$ cat src/rtl/wb_soc_pkg.sv
// Shared SoC bus definitions: slave target ids, region map constants and the
// address decode used by the Wishbone interconnect.
package wb_soc_pkg;

  typedef enum logic [1:0] {
    TGT_ROM  = 2'd0,
    TGT_RAM  = 2'd1,
    TGT_IO   = 2'd2,
    TGT_NONE = 2'd3
  } tgt_e;

  localparam logic [31:0] ROM_BASE = 32'hb000_0000;
  localparam logic [31:0] ROM_MASK = 32'hffff_8000;
  localparam logic [31:0] RAM_BASE = 32'hb000_8000;
  localparam logic [31:0] RAM_MASK = 32'hffff_8000;
  localparam logic [31:0] IO_BASE  = 32'hc000_0000;
  localparam logic [31:0] IO_MASK  = 32'hf000_0000;

  function automatic tgt_e decode_tgt(input logic [31:0] addr);
    if ((addr & ROM_MASK) == ROM_BASE) return TGT_ROM;
    if ((addr & RAM_MASK) == RAM_BASE) return TGT_RAM;
    if ((addr & IO_MASK) == IO_BASE)   return TGT_IO;
    return TGT_NONE;
  endfunction

endpackage

$ cat src/rtl/wb_bus_decoder_if.sv
// Core-side pipelined Wishbone bundle; the decoder sits on the slave modport.
interface wb_bus_decoder_if;
  logic        i_wb_cyc;
  logic        i_wb_stb;
  logic        i_wb_we;
  logic [31:0] i_wb_addr;
  logic [31:0] i_wb_data;
  logic [31:0] o_wb_data;
  logic        o_wb_stall;
  logic        o_wb_ack;
  logic        o_wb_err;

  modport master (
    output i_wb_cyc, i_wb_stb, i_wb_we, i_wb_addr, i_wb_data,
    input  o_wb_data, o_wb_stall, o_wb_ack, o_wb_err
  );

  modport slave (
    input  i_wb_cyc, i_wb_stb, i_wb_we, i_wb_addr, i_wb_data,
    output o_wb_data, o_wb_stall, o_wb_ack, o_wb_err
  );
endinterface

$ cat src/rtl/wb_track_fifo.sv
// In-flight target tracker: DEPTH x 2-bit synchronous FIFO with flush,
// exposing the oldest (head) and newest (tail) entries.
module wb_track_fifo #(
  parameter int unsigned DEPTH = 4
) (
  input  logic       clk,
  input  logic       rst_n,
  input  logic       push,
  input  logic       pop,
  input  logic       flush,
  input  logic [1:0] wdata,
  output logic       full,
  output logic       empty,
  output logic [1:0] head,
  output logic [1:0] tail
);
  localparam int unsigned PTR_W = $clog2(DEPTH);
  localparam int unsigned CNT_W = PTR_W + 1;

  logic [DEPTH-1:0][1:0] mem_q, mem_d;
  logic [PTR_W-1:0]      wptr_q, wptr_d, rptr_q, rptr_d;
  logic [CNT_W-1:0]      cnt_q, cnt_d;
  logic                  do_push, do_pop;

  assign full    = (cnt_q == CNT_W'(DEPTH));
  assign empty   = (cnt_q == '0);
  assign head    = mem_q[rptr_q];
  assign tail    = mem_q[wptr_q - PTR_W'(1)];
  assign do_push = push & ~full;
  assign do_pop  = pop & ~empty;

  always_comb begin
    mem_d  = mem_q;
    wptr_d = wptr_q;
    rptr_d = rptr_q;
    cnt_d  = cnt_q;
    if (flush) begin
      wptr_d = '0;
      rptr_d = '0;
      cnt_d  = '0;
    end else begin
      if (do_push) begin
        mem_d[wptr_q] = wdata;
        wptr_d        = wptr_q + PTR_W'(1);
      end
      if (do_pop) rptr_d = rptr_q + PTR_W'(1);
      unique case ({do_push, do_pop})
        2'b10:   cnt_d = cnt_q + CNT_W'(1);
        2'b01:   cnt_d = cnt_q - CNT_W'(1);
        default: cnt_d = cnt_q;
      endcase
    end
  end

  always_ff @(posedge clk or negedge rst_n) begin
    if (!rst_n) begin
      mem_q  <= '0;
      wptr_q <= '0;
      rptr_q <= '0;
      cnt_q  <= '0;
    end else begin
      mem_q  <= mem_d;
      wptr_q <= wptr_d;
      rptr_q <= rptr_d;
      cnt_q  <= cnt_d;
    end
  end
endmodule

$ cat src/rtl/wb_bus_decoder.sv
// Pipelined Wishbone decoder: steers core beats to ROM/RAM/IO, returns acks in
// order, errors unmapped beats. WB_DECODER_TIMEOUT_EN adds an ack watchdog.
module wb_bus_decoder
  import wb_soc_pkg::*;
#(
  parameter int unsigned MAX_OUTSTANDING = 4,
  parameter int unsigned TIMEOUT_CYCLES  = 64
) (
  input  logic            clk,
  input  logic            reset,
  wb_bus_decoder_if.slave wb,
  output logic            o_s_cyc,
  output logic            o_s_we,
  output logic [31:0]     o_s_addr,
  output logic [31:0]     o_s_data,
  output logic            o_rom_stb,
  output logic            o_ram_stb,
  output logic            o_io_stb,
  input  logic            i_rom_stall,
  input  logic            i_ram_stall,
  input  logic            i_io_stall,
  input  logic            i_rom_ack,
  input  logic            i_ram_ack,
  input  logic            i_io_ack,
  input  logic [31:0]     i_rom_data,
  input  logic [31:0]     i_ram_data,
  input  logic [31:0]     i_io_data
);
  logic        full, empty;
  logic [1:0]  head_raw, tail_raw;
  tgt_e        tgt, head, tail;
  logic        sel_stall, hold, req, accept, flush, wd_fire;
  logic        head_ack, pop, ack;
  logic [31:0] head_data;

  assign o_s_cyc  = wb.i_wb_cyc;
  assign o_s_we   = wb.i_wb_we;
  assign o_s_addr = wb.i_wb_addr;
  assign o_s_data = wb.i_wb_data;
  assign head     = tgt_e'(head_raw);
  assign tail     = tgt_e'(tail_raw);

  // Response side is kept apart from the request side so the watchdog can
  // depend on pop without forming a combinational block loop.
  always_comb begin
    head_ack  = 1'b0;
    head_data = '0;
    unique case (head)
      TGT_ROM: begin head_ack = i_rom_ack; head_data = i_rom_data; end
      TGT_RAM: begin head_ack = i_ram_ack; head_data = i_ram_data; end
      TGT_IO:  begin head_ack = i_io_ack;  head_data = i_io_data;  end
      default: begin head_ack = 1'b0;      head_data = '0;         end
    endcase
    ack          = wb.i_wb_cyc & ~empty & (head != TGT_NONE) & head_ack;
    pop          = wb.i_wb_cyc & ~empty & ((head == TGT_NONE) | head_ack);
    wb.o_wb_ack  = ack;
    wb.o_wb_data = ack ? head_data : '0;
  end

  always_comb begin
    tgt       = decode_tgt(wb.i_wb_addr);
    sel_stall = 1'b0;
    unique case (tgt)
      TGT_ROM: sel_stall = i_rom_stall;
      TGT_RAM: sel_stall = i_ram_stall;
      TGT_IO:  sel_stall = i_io_stall;
      default: sel_stall = 1'b0;
    endcase
    req           = wb.i_wb_cyc & wb.i_wb_stb;
    // A target switch waits for the FIFO to drain so responses stay ordered.
    hold          = full | (~empty & (tgt != tail)) | wd_fire;
    wb.o_wb_stall = hold | sel_stall;
    accept        = req & ~hold & ~sel_stall;
    o_rom_stb     = req & ~hold & (tgt == TGT_ROM);
    o_ram_stb     = req & ~hold & (tgt == TGT_RAM);
    o_io_stb      = req & ~hold & (tgt == TGT_IO);
    wb.o_wb_err   = (wb.i_wb_cyc & ~empty & (head == TGT_NONE)) | wd_fire;
    flush         = ~wb.i_wb_cyc | wd_fire;
  end

`ifdef WB_DECODER_TIMEOUT_EN
  localparam int unsigned WD_W = $clog2(TIMEOUT_CYCLES);

  logic [WD_W-1:0] wd_q, wd_d;

  always_comb begin
    wd_fire = wb.i_wb_cyc & ~empty & ~pop & (wd_q == WD_W'(TIMEOUT_CYCLES - 1));
    wd_d    = (~wb.i_wb_cyc | empty | pop | wd_fire) ? '0 : wd_q + WD_W'(1);
  end

  always_ff @(posedge clk or negedge reset) begin
    if (!reset) wd_q <= '0;
    else        wd_q <= wd_d;
  end
`else
  logic unused_timeout;
  assign unused_timeout = ^TIMEOUT_CYCLES;
  assign wd_fire        = 1'b0;
`endif

  wb_track_fifo #(
    .DEPTH (MAX_OUTSTANDING)
  ) u_fifo (
    .clk   (clk),
    .rst_n (reset),
    .push  (accept),
    .pop   (pop),
    .flush (flush),
    .wdata (tgt),
    .full  (full),
    .empty (empty),
    .head  (head_raw),
    .tail  (tail_raw)
  );
endmodule

$ cat src/flat_wrapper.sv
// flat-port wrapper written by rule: the top's interface ports become plain ports
module wb_bus_decoder_flat import wb_soc_pkg::*;
#(
  parameter int unsigned MAX_OUTSTANDING = 4,
  parameter int unsigned TIMEOUT_CYCLES  = 64
)
  (clk, reset, o_s_cyc, o_s_we, o_s_addr, o_s_data, o_rom_stb, o_ram_stb, o_io_stb, i_rom_stall, i_ram_stall, i_io_stall, i_rom_ack, i_ram_ack, i_io_ack, i_rom_data, i_ram_data, i_io_data, wb_i_wb_cyc, wb_i_wb_stb, wb_i_wb_we, wb_i_wb_addr, wb_i_wb_data, wb_o_wb_data, wb_o_wb_stall, wb_o_wb_ack, wb_o_wb_err);
  wb_bus_decoder_if wb_i ();
  input  logic clk;
  input  logic reset;
  output logic o_s_cyc;
  output logic o_s_we;
  output logic [31:0] o_s_addr;
  output logic [31:0] o_s_data;
  output logic o_rom_stb;
  output logic o_ram_stb;
  output logic o_io_stb;
  input  logic i_rom_stall;
  input  logic i_ram_stall;
  input  logic i_io_stall;
  input  logic i_rom_ack;
  input  logic i_ram_ack;
  input  logic i_io_ack;
  input  logic [31:0] i_rom_data;
  input  logic [31:0] i_ram_data;
  input  logic [31:0] i_io_data;
  input wire logic [$bits(wb_i.i_wb_cyc)-1:0] wb_i_wb_cyc;
  input wire logic [$bits(wb_i.i_wb_stb)-1:0] wb_i_wb_stb;
  input wire logic [$bits(wb_i.i_wb_we)-1:0] wb_i_wb_we;
  input wire logic [$bits(wb_i.i_wb_addr)-1:0] wb_i_wb_addr;
  input wire logic [$bits(wb_i.i_wb_data)-1:0] wb_i_wb_data;
  output wire logic [$bits(wb_i.o_wb_data)-1:0] wb_o_wb_data;
  output wire logic [$bits(wb_i.o_wb_stall)-1:0] wb_o_wb_stall;
  output wire logic [$bits(wb_i.o_wb_ack)-1:0] wb_o_wb_ack;
  output wire logic [$bits(wb_i.o_wb_err)-1:0] wb_o_wb_err;
  assign wb_i.i_wb_cyc = wb_i_wb_cyc;
  assign wb_i.i_wb_stb = wb_i_wb_stb;
  assign wb_i.i_wb_we = wb_i_wb_we;
  assign wb_i.i_wb_addr = wb_i_wb_addr;
  assign wb_i.i_wb_data = wb_i_wb_data;
  assign wb_o_wb_data = wb_i.o_wb_data;
  assign wb_o_wb_stall = wb_i.o_wb_stall;
  assign wb_o_wb_ack = wb_i.o_wb_ack;
  assign wb_o_wb_err = wb_i.o_wb_err;
  wb_bus_decoder #(.MAX_OUTSTANDING(MAX_OUTSTANDING), .TIMEOUT_CYCLES(TIMEOUT_CYCLES)) u_core (.clk(clk), .reset(reset), .wb(wb_i), .o_s_cyc(o_s_cyc), .o_s_we(o_s_we), .o_s_addr(o_s_addr), .o_s_data(o_s_data), .o_rom_stb(o_rom_stb), .o_ram_stb(o_ram_stb), .o_io_stb(o_io_stb), .i_rom_stall(i_rom_stall), .i_ram_stall(i_ram_stall), .i_io_stall(i_io_stall), .i_rom_ack(i_rom_ack), .i_ram_ack(i_ram_ack), .i_io_ack(i_io_ack), .i_rom_data(i_rom_data), .i_ram_data(i_ram_data), .i_io_data(i_io_data));
endmodule
$ cat config.mk
export PLATFORM = sky130hd
export DESIGN_NAME = wb_bus_decoder_flat
export DESIGN_NICKNAME = d
export VERILOG_FILES = /design/src/rtl/wb_soc_pkg.sv /design/src/rtl/wb_bus_decoder_if.sv /design/src/rtl/wb_track_fifo.sv /design/src/rtl/wb_bus_decoder.sv /design/src/flat_wrapper.sv
export SDC_FILE = /design/constraint.sdc
export NUM_CORES = 1
export LEC_CHECK = 0
export CORE_AREA = 2 2 106 108
export CTS_BUF_LIST = sky130_fd_sc_hd__clkbuf_4
export DETAILED_ROUTE_END_ITERATION = 12
export DIE_AREA = 0 0 108 110
export PLACE_DENSITY = 0.68
export SLEW_MARGIN = 15
export SYNTH_ARGS = -nofsm -noshare
export SYNTH_HDL_FRONTEND = slang
export SYNTH_SLANG_ARGS = --single-unit
$ cat constraint.sdc
create_clock -name clk -period 3.4 [get_ports clk]
set_input_delay 0.85 -clock clk [delete_from_list [all_inputs] [get_ports clk]]
set_output_delay 0.85 -clock clk [all_outputs]
set_load 0.02 [all_outputs]
Word level (Yosys, flattened, before mapping)
Cells that the tools add are included.
{ "op_classes": {"magnitude_cmp": 4, "mux": 29, "n_reduce_logical": 5, "add_sub_neg": 5, "eq_ne": 16, "n_bitwise": 21} }
{ "ops": {"columns": ["operator", "count"], "rows": [
  ["$pmux W32 S3", 1],
  ["$eq A17 B17 Y1 const B", 2],
  ["$mux W32", 1],
  ["$mux W2", 13],
  ["$and A1 B1 Y1", 14],
  ["$lt A2 B3 Y1 const B", 3],
  ["$bmux W2 S2", 2],
  ["$bwmux W8", 1],
  ["$eq A2 B2 Y1 const B", 4],
  ["$eq A2 B1 Y1 const B", 3],
  ["$mux W1", 6],
  ["$pmux W1 S3", 2],
  ["$pmux W3 S2", 1],
  ["$add A2 B1 Y2 const B", 2],
  ["$demux W2 S2", 1],
  ["$eq A4 B4 Y1 const B", 1],
  ["$logic_not A2 Y1", 2],
  ["$ne A2 B1 Y1 const B", 2],
  ["$not A1 Y1", 4],
  ["$add A3 B1 Y3 const B", 1],
  ["$eq A3 B3 Y1 const B", 1],
  ["$logic_not A3 Y1", 1],
  ["$mux W3", 1],
  ["$ne A3 B1 Y1 const B", 1],
  ["other kinds (8)", 10]
]} }
{ "word_totals": {"register_bits": 15, "word_cells": 87, "out_inout_bits": 104} }

Longest topological paths before layout
Gate-level depths: netlist of run 1.
{ "depth": {"depth_word": 18, "ltp_mapped": 12} }

By module
Synthesis of run 1 repeated with hierarchy kept, for this count alone.
{ "unflattened": {"cells_unflattened": 336, "hier_area_um2": 2521.2} }
{ "modules_own_cells": {"columns": ["module", "cells_each", "seq_area_each_um2", "n_inst", "area_each_um2"], "rows": [
  ["wb_bus_decoder", 247, 0.0, 1, 1576.5],
  ["wb_track_fifo", 89, 375.4, 1, 944.7]
]} }

Worst setup path before layout of run 1
No wires, ideal clock.
{ "synth_timing": {"kind": "input port to output port", "from": "input wb_i_wb_addr[19]", "to": "output o_ram_stb", "cell_stages": 7, "path_slack_ps": 231, "arrival_ps": 2319, "cell_sequence": "nor4_1 > nand4_1 > nor3b_1 > a21boi_0 > nand2_1 > nand3_1 > nor3_1"} }
{ "synth_via": {"elab_chain_cells": 12} }
{ "synth_lines": {"columns": ["item", "line_no", "text"], "rows": [
  ["start, declared", "flat_wrapper.sv:30", "input wire logic [$bits(wb_i.i_wb_addr)-1:0] wb_i_wb_addr;"],
  ["$eq A17 B17 Y1", "wb_soc_pkg.sv:21", "if ((addr & RAM_MASK) == RAM_BASE) return TGT_RAM;"],
  ["$mux W2", "wb_soc_pkg.sv:21", null],
  ["$mux W2", "wb_soc_pkg.sv:22", "if ((addr & IO_MASK) == IO_BASE) return TGT_IO;"],
  ["$mux W2", "wb_soc_pkg.sv:23", "return TGT_NONE;"],
  ["$mux W2", "wb_soc_pkg.sv:22", null],
  ["$mux W2 (*)", "wb_soc_pkg.sv:21", null],
  ["$ne A2 B2 Y1", "wb_bus_decoder.sv:71", "hold = full | (~empty & (tgt != tail)) | wd_fire;"],
  ["$and A1 B1 Y1", "wb_bus_decoder.sv:71", null],
  ["$or A1 B1 Y1", "wb_bus_decoder.sv:71", null],
  ["$not A1 Y1", "wb_bus_decoder.sv:75", "o_ram_stb = req & ~hold & (tgt == TGT_RAM);"],
  ["$and A1 B1 Y1", "wb_bus_decoder.sv:75", null],
  ["$and A1 B1 Y1 (*)", "wb_bus_decoder.sv:75", null],
  ["end, declared", "flat_wrapper.sv:16", "output logic o_ram_stb;"]
]} }
Mark *: on every way between the ends. The rest lies on a longest branch, timed or not. The select of a mux whose other input is x is not followed.

Worst setup path in the final report of run 1
{ "layout_timing": {"from": "input wb_i_wb_addr[29]", "to": "output o_rom_stb"} }
{ "layout_via": {"elab_chain_cells": 13} }
{ "layout_lines": {"columns": ["item", "line_no", "text"], "rows": [
  ["$eq A4 B4 Y1", "wb_soc_pkg.sv:22", null],
  ["$mux W1 (2 in a row)", "wb_soc_pkg.sv:22", null],
  ["$mux W1", "wb_soc_pkg.sv:21", null],
  ["$mux W2", "wb_soc_pkg.sv:23", null],
  ["$mux W2", "wb_soc_pkg.sv:22", null],
  ["$mux W2 (*)", "wb_soc_pkg.sv:21", null],
  ["$ne A2 B2 Y1", "wb_bus_decoder.sv:71", null],
  ["$and A1 B1 Y1", "wb_bus_decoder.sv:71", null],
  ["$or A1 B1 Y1", "wb_bus_decoder.sv:71", null],
  ["$not A1 Y1", "wb_bus_decoder.sv:74", "o_rom_stb = req & ~hold & (tgt == TGT_ROM);"],
  ["$and A1 B1 Y1", "wb_bus_decoder.sv:74", null],
  ["$and A1 B1 Y1 (*)", "wb_bus_decoder.sv:74", null],
  ["end, declared", "flat_wrapper.sv:15", "output logic o_rom_stb;"]
]} }
Marks and branches as above.

==> results of run 1 <==
[sequential cells by signal, summed over array words and instances (netlist names)]
name / cells
u_core.u_fifo.mem_q: 8
u_core.u_fifo.cnt_q: 3
u_core.u_fifo.rptr_q: 2
u_core.u_fifo.wptr_q: 2
[layer usage]
metal	up-vias	share of wire	routed length, um	global-route usage
li1	1347	-	-	-
met1	1293	0.37	3618	0.1552
met2	143	0.54	5257	0.3014
met3	11	0.082	807	0.02822
met4	0	0.013	128	0.02656
met5	-	0	0	0
[placed cells by master, fill, tap and decap left out, types with 4 or more instances in the layout]
cell / count
dfrtp_1: 14
dlygate4sd2_1: 31
a21oi_1: 58
dlymetal6s2s_1: 9
clkbuf_2: 7
inv_1: 6
nor2_1: 37
mux2_2: 9
mux2i_1: 8
buf_4: 30
clkdlybuf4s50_1: 124
ha_1: 4
nand2_1: 72
clkbuf_4: 4
[cell families after synthesis]
logic type	share of synthesized area
and+or+nand+nor	0.2413
buffers and inverters	0.2557
AOI/OAI and AO/OA	0.1773
muxes	0.1207
DFF	0.1602
adders and majority gates	0.02990
xor gates and xnor gates	0.01495
[timing repair]
action	4_1_cts	5_1_grt
pin swaps	3	8
endpoints found under the setup margin	38	10
setup buffers	0	2
resized for setup	70	40
[cell type report]
cell class	instances	area, um^2	share of cell area
clock buffer	4	30.03	0.007467
multi-input combinational	237	1448	0.3600
inverter	8	30.03	0.007467
sequential	15	376.6	0.09365
timing repair buffer	207	1962	0.4879
tap	140	175.2	0.04356
[through the flow]
| stage | std cells | power [mW] | TNS [ps] |
|---|---|---|---|
| after floorplan | 345 | 1.391 | 0 |
| after global placement | 605 | 1.942 | -7711 |
| after detailed placement | 605 | 1.984 | -9160 |
| after CTS | 609 | 2.108 | -125.4 |
| after global routing | 611 | 2.289 | -33.93 |
| final | 611 | 2.094 | 0 |
[worst max-delay path: cells and delay by family]
kind	cells	cell delay, ps
buffers and inverters	2	430
and+or+nand+nor	5	850
xor gates and xnor gates	1	290
AOI/OAI and AO/OA	1	100
[worst max path at each step]
stage / startpoint / to / slack (ps) / cells after the start
6_report: wb_i_wb_addr[29] / o_rom_stb / 50 / 9
5_1_grt: wb_i_wb_addr[28] / o_rom_stb / -30 / 9
4_1_cts: wb_i_wb_addr[31] / o_ram_stb / -80 / 9
3_3_place_gp: wb_i_wb_addr[26] / o_ram_stb / -770 / 10
2_1_floorplan: wb_i_wb_addr[19] / o_ram_stb / 230 / 7
3_5_place_dp: wb_i_wb_addr[26] / o_ram_stb / -790 / 10
[power breakdown]
| group | leakage, nW | switching, mW | internal [mW] | total (mW) |
|---|---|---|---|---|
| combinational | 1.62 | 0.955 | 0.716 | 1.67 |
| sequential | 0.186 | 0.0684 | 0.241 | 0.310 |
| clock | 0.0184 | 0.0593 | 0.0537 | 0.113 |
==> impl_metrics.toml, run 1 <==
[synth]
netlist_area_mm2 = 0.002343
synth_commonest_cells = "nand2_1 (73), buf_4 (66), a21oi_1 (58)"
synthTopCellsByArea = "buf_4 (21%), dfrtp_1 (16%), a21oi_1 (12%)"
synth_top_area_share = 0.2114
synth_top_area_cell = "buf_4"
yosysWarnings = 0
yosysSeqAreaShare = 0.1602
synth_edf_count = 0
yosysMostFrequentCell = "nand2_1"
syn_inst = 345
avgSynthCellArea_um2 = 6.793
synthArstFlopShare = 1.000
ys_types = 43
ys_ff_latch = 15
synth_top_flop_cell = "dfrtp_1"
syn_nets = 521

[sta]
period_minus_slack_ps = 3348
setup_violations = 0
clock_skew_ps = 2.052
period_share = 0.9847
final_max_slew_viol_count = 0
hold_slack_ps = 534.8
hold_viol_final = 0
relSlewSlack = 0.5237
layout_setup_ws_ps = 51.86
max_freq_mhz = 298.7
tightest_slew_ps = 712.1

[placed_design]
place_ws_ps = -791.6
gp_congestion = 0.8055
place_area_mm2 = 0.003968
dpl.hpwl_um = 7848
portBuffers = 178

[finish]
diodes = 0
nFillCells = 1135
finalNetCount = 648
fin_area_mm2 = 0.004021
area_delta_synth_final_pct = 71.60
drive_gt1_frac = 0.1635
fin_util = 0.3759

[route]
ant_nets = 0
drt_iter0_markers = 129
first_pass_iters = 4
vias = 2794
drt-wirelength-per-cell_um = 16.06
drcViolationCount = 0
vias_per_cell = 4.573
routed_wl_um = 9812

[cts]
cts_hold_buffers = 0
htree_num_levels = 1
cts_tree = "yes"
cts.clk_slew.worst_paths_ps = 90
cts_sinks = 15
insertion_delay_ps = 290
clk_path_buf_depth = 2
ctsRootBufferMaster = "clkbuf_4"
cts-buffers-inserted = 3

[global_routing]
overflow = 0
grt_pass1_wl_um = 13770
grt_use_total = 0.1470
grt_pass1_vias = 2773
grt_max_degree = 34
antenna_found_initial = 0

[worst_setup_path]
setup.worst_path.end_class = "output pin"
critPathKind = "in2out"
r2r-start = "u_core.u_fifo.wptr_q[0]$_DFFE_PN0P_"
timing.critical_path.arrival_ps = 2500
cp_slowest_cell = "and4bb_2"
r2r_setup_slack_ps = 280
crit_chain = "dlygate4sd2_1, and4bb_2, nor2_1, xnor2_1, a21boi_4, nand2_2, nand3_2, nor3_2, buf_4"
start_kind = "primary input"
critPathMaxFanout = 4
required_ps = 2550
reg2regPathDepth = 12
r2r-end = "u_core.u_fifo.cnt_q[2]$_DFFE_PN0P_"
max_stage_delay_ps = 360

[status]
outcome = "complete, no violations"

[power]
cellPowerDensity_mw_per_mm2 = 520.7
power_leakage_nw = 1.828
peakVddDrop_uv = 267.2

[min_path]
hold_depth = 1
holdCritStartpoint = "u_core.u_fifo.mem_q[3]$_DFFE_PN0P_"
holdPathEnd = "u_core.u_fifo.mem_q[3]$_DFFE_PN0P_"
hold_path.class = "reg2reg"

[floorplan]
die_y_um = 110
start_util = 0.2191
pin_count = 275
coreArea_mm2 = 0.01070
dieArea_mm2 = 0.01188
die_x_um = 108
rows = 38

[flow_run]
cap_violations = 0
Note: power is estimated with default switching activity, not from simulation.
==> inputs of run 2 (changes only) <==
==> constraint.sdc (replaced) <==
create_clock -name clk -period 4.21 [get_ports clk]
set_input_delay 1.0525 -clock clk [delete_from_list [all_inputs] [get_ports clk]]
set_output_delay 1.0525 -clock clk [all_outputs]
set_load 0.02 [all_outputs]
==> run 2 against run 1 <==
Net effect: non-clock buffer count fell by 6; die area did not move; sequential power fell by 18%; final area fell by 1.6%; clock power fell by 27%; flip-flop and latch count did not move; clock skew rose by 7.3 ps; clock-buffer cell count fell by 1; core utilization fell by 0.58 points; combinational power fell by 23%; critical path type unchanged; largest power group unchanged; highest routed layer unchanged.
==> impl_metrics.toml, run 2 (synthesis gave the netlist of run 1 again) <==
[status]
outcome = "complete, no violations"

[finish]
reg_top3 = "u_core.u_fifo.mem_q x8, u_core.u_fifo.cnt_q x3"
final_cell_mix = "clkdlybuf4s50_1 (173), nand2_1 (73), a21oi_1 (58)"
drive_gt1_frac = 0.1140
largest-register = "u_core.u_fifo.mem_q"
fin_area_mm2 = 0.003959
finalNetCount = 642
fin_util = 0.3701
area_delta_synth_final_pct = 68.93
final_common_cell = "clkdlybuf4s50_1"
diodes = 0
nFillCells = 1110
largest_reg_flops = 8
stdcell_count = 605

[global_routing]
grt_max_degree = 33
grt_pass1_wl_um = 13400
grt_use_total = 0.1432
grt_pass1_vias = 2696
overflow = 0
antenna_found_initial = 0

[cts]
htree_num_levels = 1
ctsRootBufferMaster = "clkbuf_4"
insertion_delay_ps = 290
cts_tree = "yes"
cts-buffers-inserted = 3
cts.clk_slew.worst_paths_ps = 100
clk_path_buf_depth = 2
cts_sinks = 15

[power]
peakVddDrop_uv = 268.4
switchingPower_mw = 0.8489
pwr-share-clk = 0.051
cellPowerDensity_mw_per_mm2 = 412.0
p_comb_frac = 0.793
power_leakage_nw = 1.553
pwr-share-seq = 0.156
p_int_mw = 0.7821
sw_frac_of_total = 0.5205

[worst_setup_path]
required_ps = 3160
critPathKind = "in2out"
start_kind = "primary input"
timing.critical_path.arrival_ps = 3000
critPathMaxFanout = 4
setup.worst_path.end_class = "output pin"

[sta]
period_share = 0.9631
relSlewSlack = 0.5375
clock_skew_ps = 9.349
tightest_slew_ps = 691.5
period_minus_slack_ps = 4055
hold_viol_final = 0
rsz0062_at_grt = "false"
setup_violations = 0
final_max_slew_viol_count = 0
max_freq_mhz = 246.6

[route]
first_pass_iters = 6
wl_met3_um = 867
drcViolationCount = 0
drt-wirelength-per-cell_um = 15.71
wl_met1_um = 3500
vias = 2813
drt_iter0_markers = 91
ant_nets = 0
dr.max_layer_used = "met4"
vias_per_cell = 4.650
routed_wl_um = 9505
wl_met2_um = 5005

[floorplan]
coreArea_mm2 = 0.01070
die_x_um = 108
die_y_um = 110
dieArea_mm2 = 0.01188
pin_count = 275
start_util = 0.2191
rows = 38

[placed_design]
dpl.hpwl_um = 7693
place_area_mm2 = 0.003925
dp.cells = 601
portBuffers = 178
gp_congestion = 0.7677

[min_path]
hold_path.class = "reg2reg"

[flow_run]
cap_violations = 0
run 2: changes by cell type in the layout (fill, tap and decap cells not counted), moves of 6 or more:
cell             delta
buf_4               -8
clkdlybuf4s50_1    +49
dlymetal6s2s_1      -8
dlygate4sd2_1      -31
clkbuf_2            -6
run 2: what timing repair did:
item                       CTS  global route
pin swaps                    0             2
gates resized for setup     14             7
setup endpoints to repair    4             6
hold buffers                 0             0
setup buffers                0             0
run 2: worst paths after layout:
kind | slack, ps | from | cells after the start | to
setup / recovery | 160 | wb_i_wb_addr[16] | 10 | o_rom_stb
hold / removal | 540 | u_core.u_fifo.mem_q[6]$_DFFE_PN0P_ | 1 | u_core.u_fifo.mem_q[6]$_DFFE_PN0P_
setup reg to reg | 910 | u_core.u_fifo.wptr_q[0]$_DFFE_PN0P_ | 12 | u_core.u_fifo.cnt_q[2]$_DFFE_PN0P_
hold reg to reg | 540 | u_core.u_fifo.mem_q[6]$_DFFE_PN0P_ | 1 | u_core.u_fifo.mem_q[6]$_DFFE_PN0P_
max in group asynchronous | 2590 | reset | 1 | u_core.u_fifo.wptr_q[1]$_DFFE_PN0P_
min in group asynchronous | 1170 | reset | 1 | u_core.u_fifo.mem_q[5]$_DFFE_PN0P_
run 2: layout make-up:
type                    instances  area, um^2  area share
clock buffers                   3       22.52    0.005689
repair buffers                201        1954      0.4937
clock inverters                 1       5.005    0.001264
well taps                     140       175.2     0.04425
flip-flops and latches         15       375.4     0.09482
inverters                       8       30.03    0.007585
multi-input cells             237        1396      0.3527
run 2: worst max-delay path, cell delays in order:
cell and delay [ps]:
clkdlybuf4s50_1 430, nor4_2 310, buf_4 150, nand4_1 150
nor3b_2 220, a21boi_2 80, nand2_1 130, nand3_1 120
nor3_1 160, buf_2 200
run 2: layer usage:
layer,up-vias,global-route usage
li1,1332,-
met1,1313,0.1535
met2,158,0.2871
met3,10,0.02822
met4,0,0.03205
met5,-,0
run 2: per-stage QoR:
step | hold WS, ps | power [mW] | setup slack (ps) | setup TNS [ps]
global placement | 501.5 | 1.525 | -366.3 | -1281
global route | 564.9 | 1.777 | 10.22 | 0
finish | 540.4 | 1.631 | 155.3 | 0
floorplan | 491.0 | 1.123 | 635.8 | 0
CTS | 542.6 | 1.641 | 43.31 | 0
detailed placement | 519.3 | 1.555 | -390.0 | -1253
run 2: power groups by stage:
stage	sequential, mW	combinational (mW)	clock, mW
5_1_grt	0.264	1.42	0.0946
2_1_floorplan	0.231	0.892	0
3_5_place_dp	0.257	1.30	0
6_report	0.254	1.29	0.0827
4_1_cts	0.254	1.30	0.0864
3_3_place_gp	0.251	1.27	0
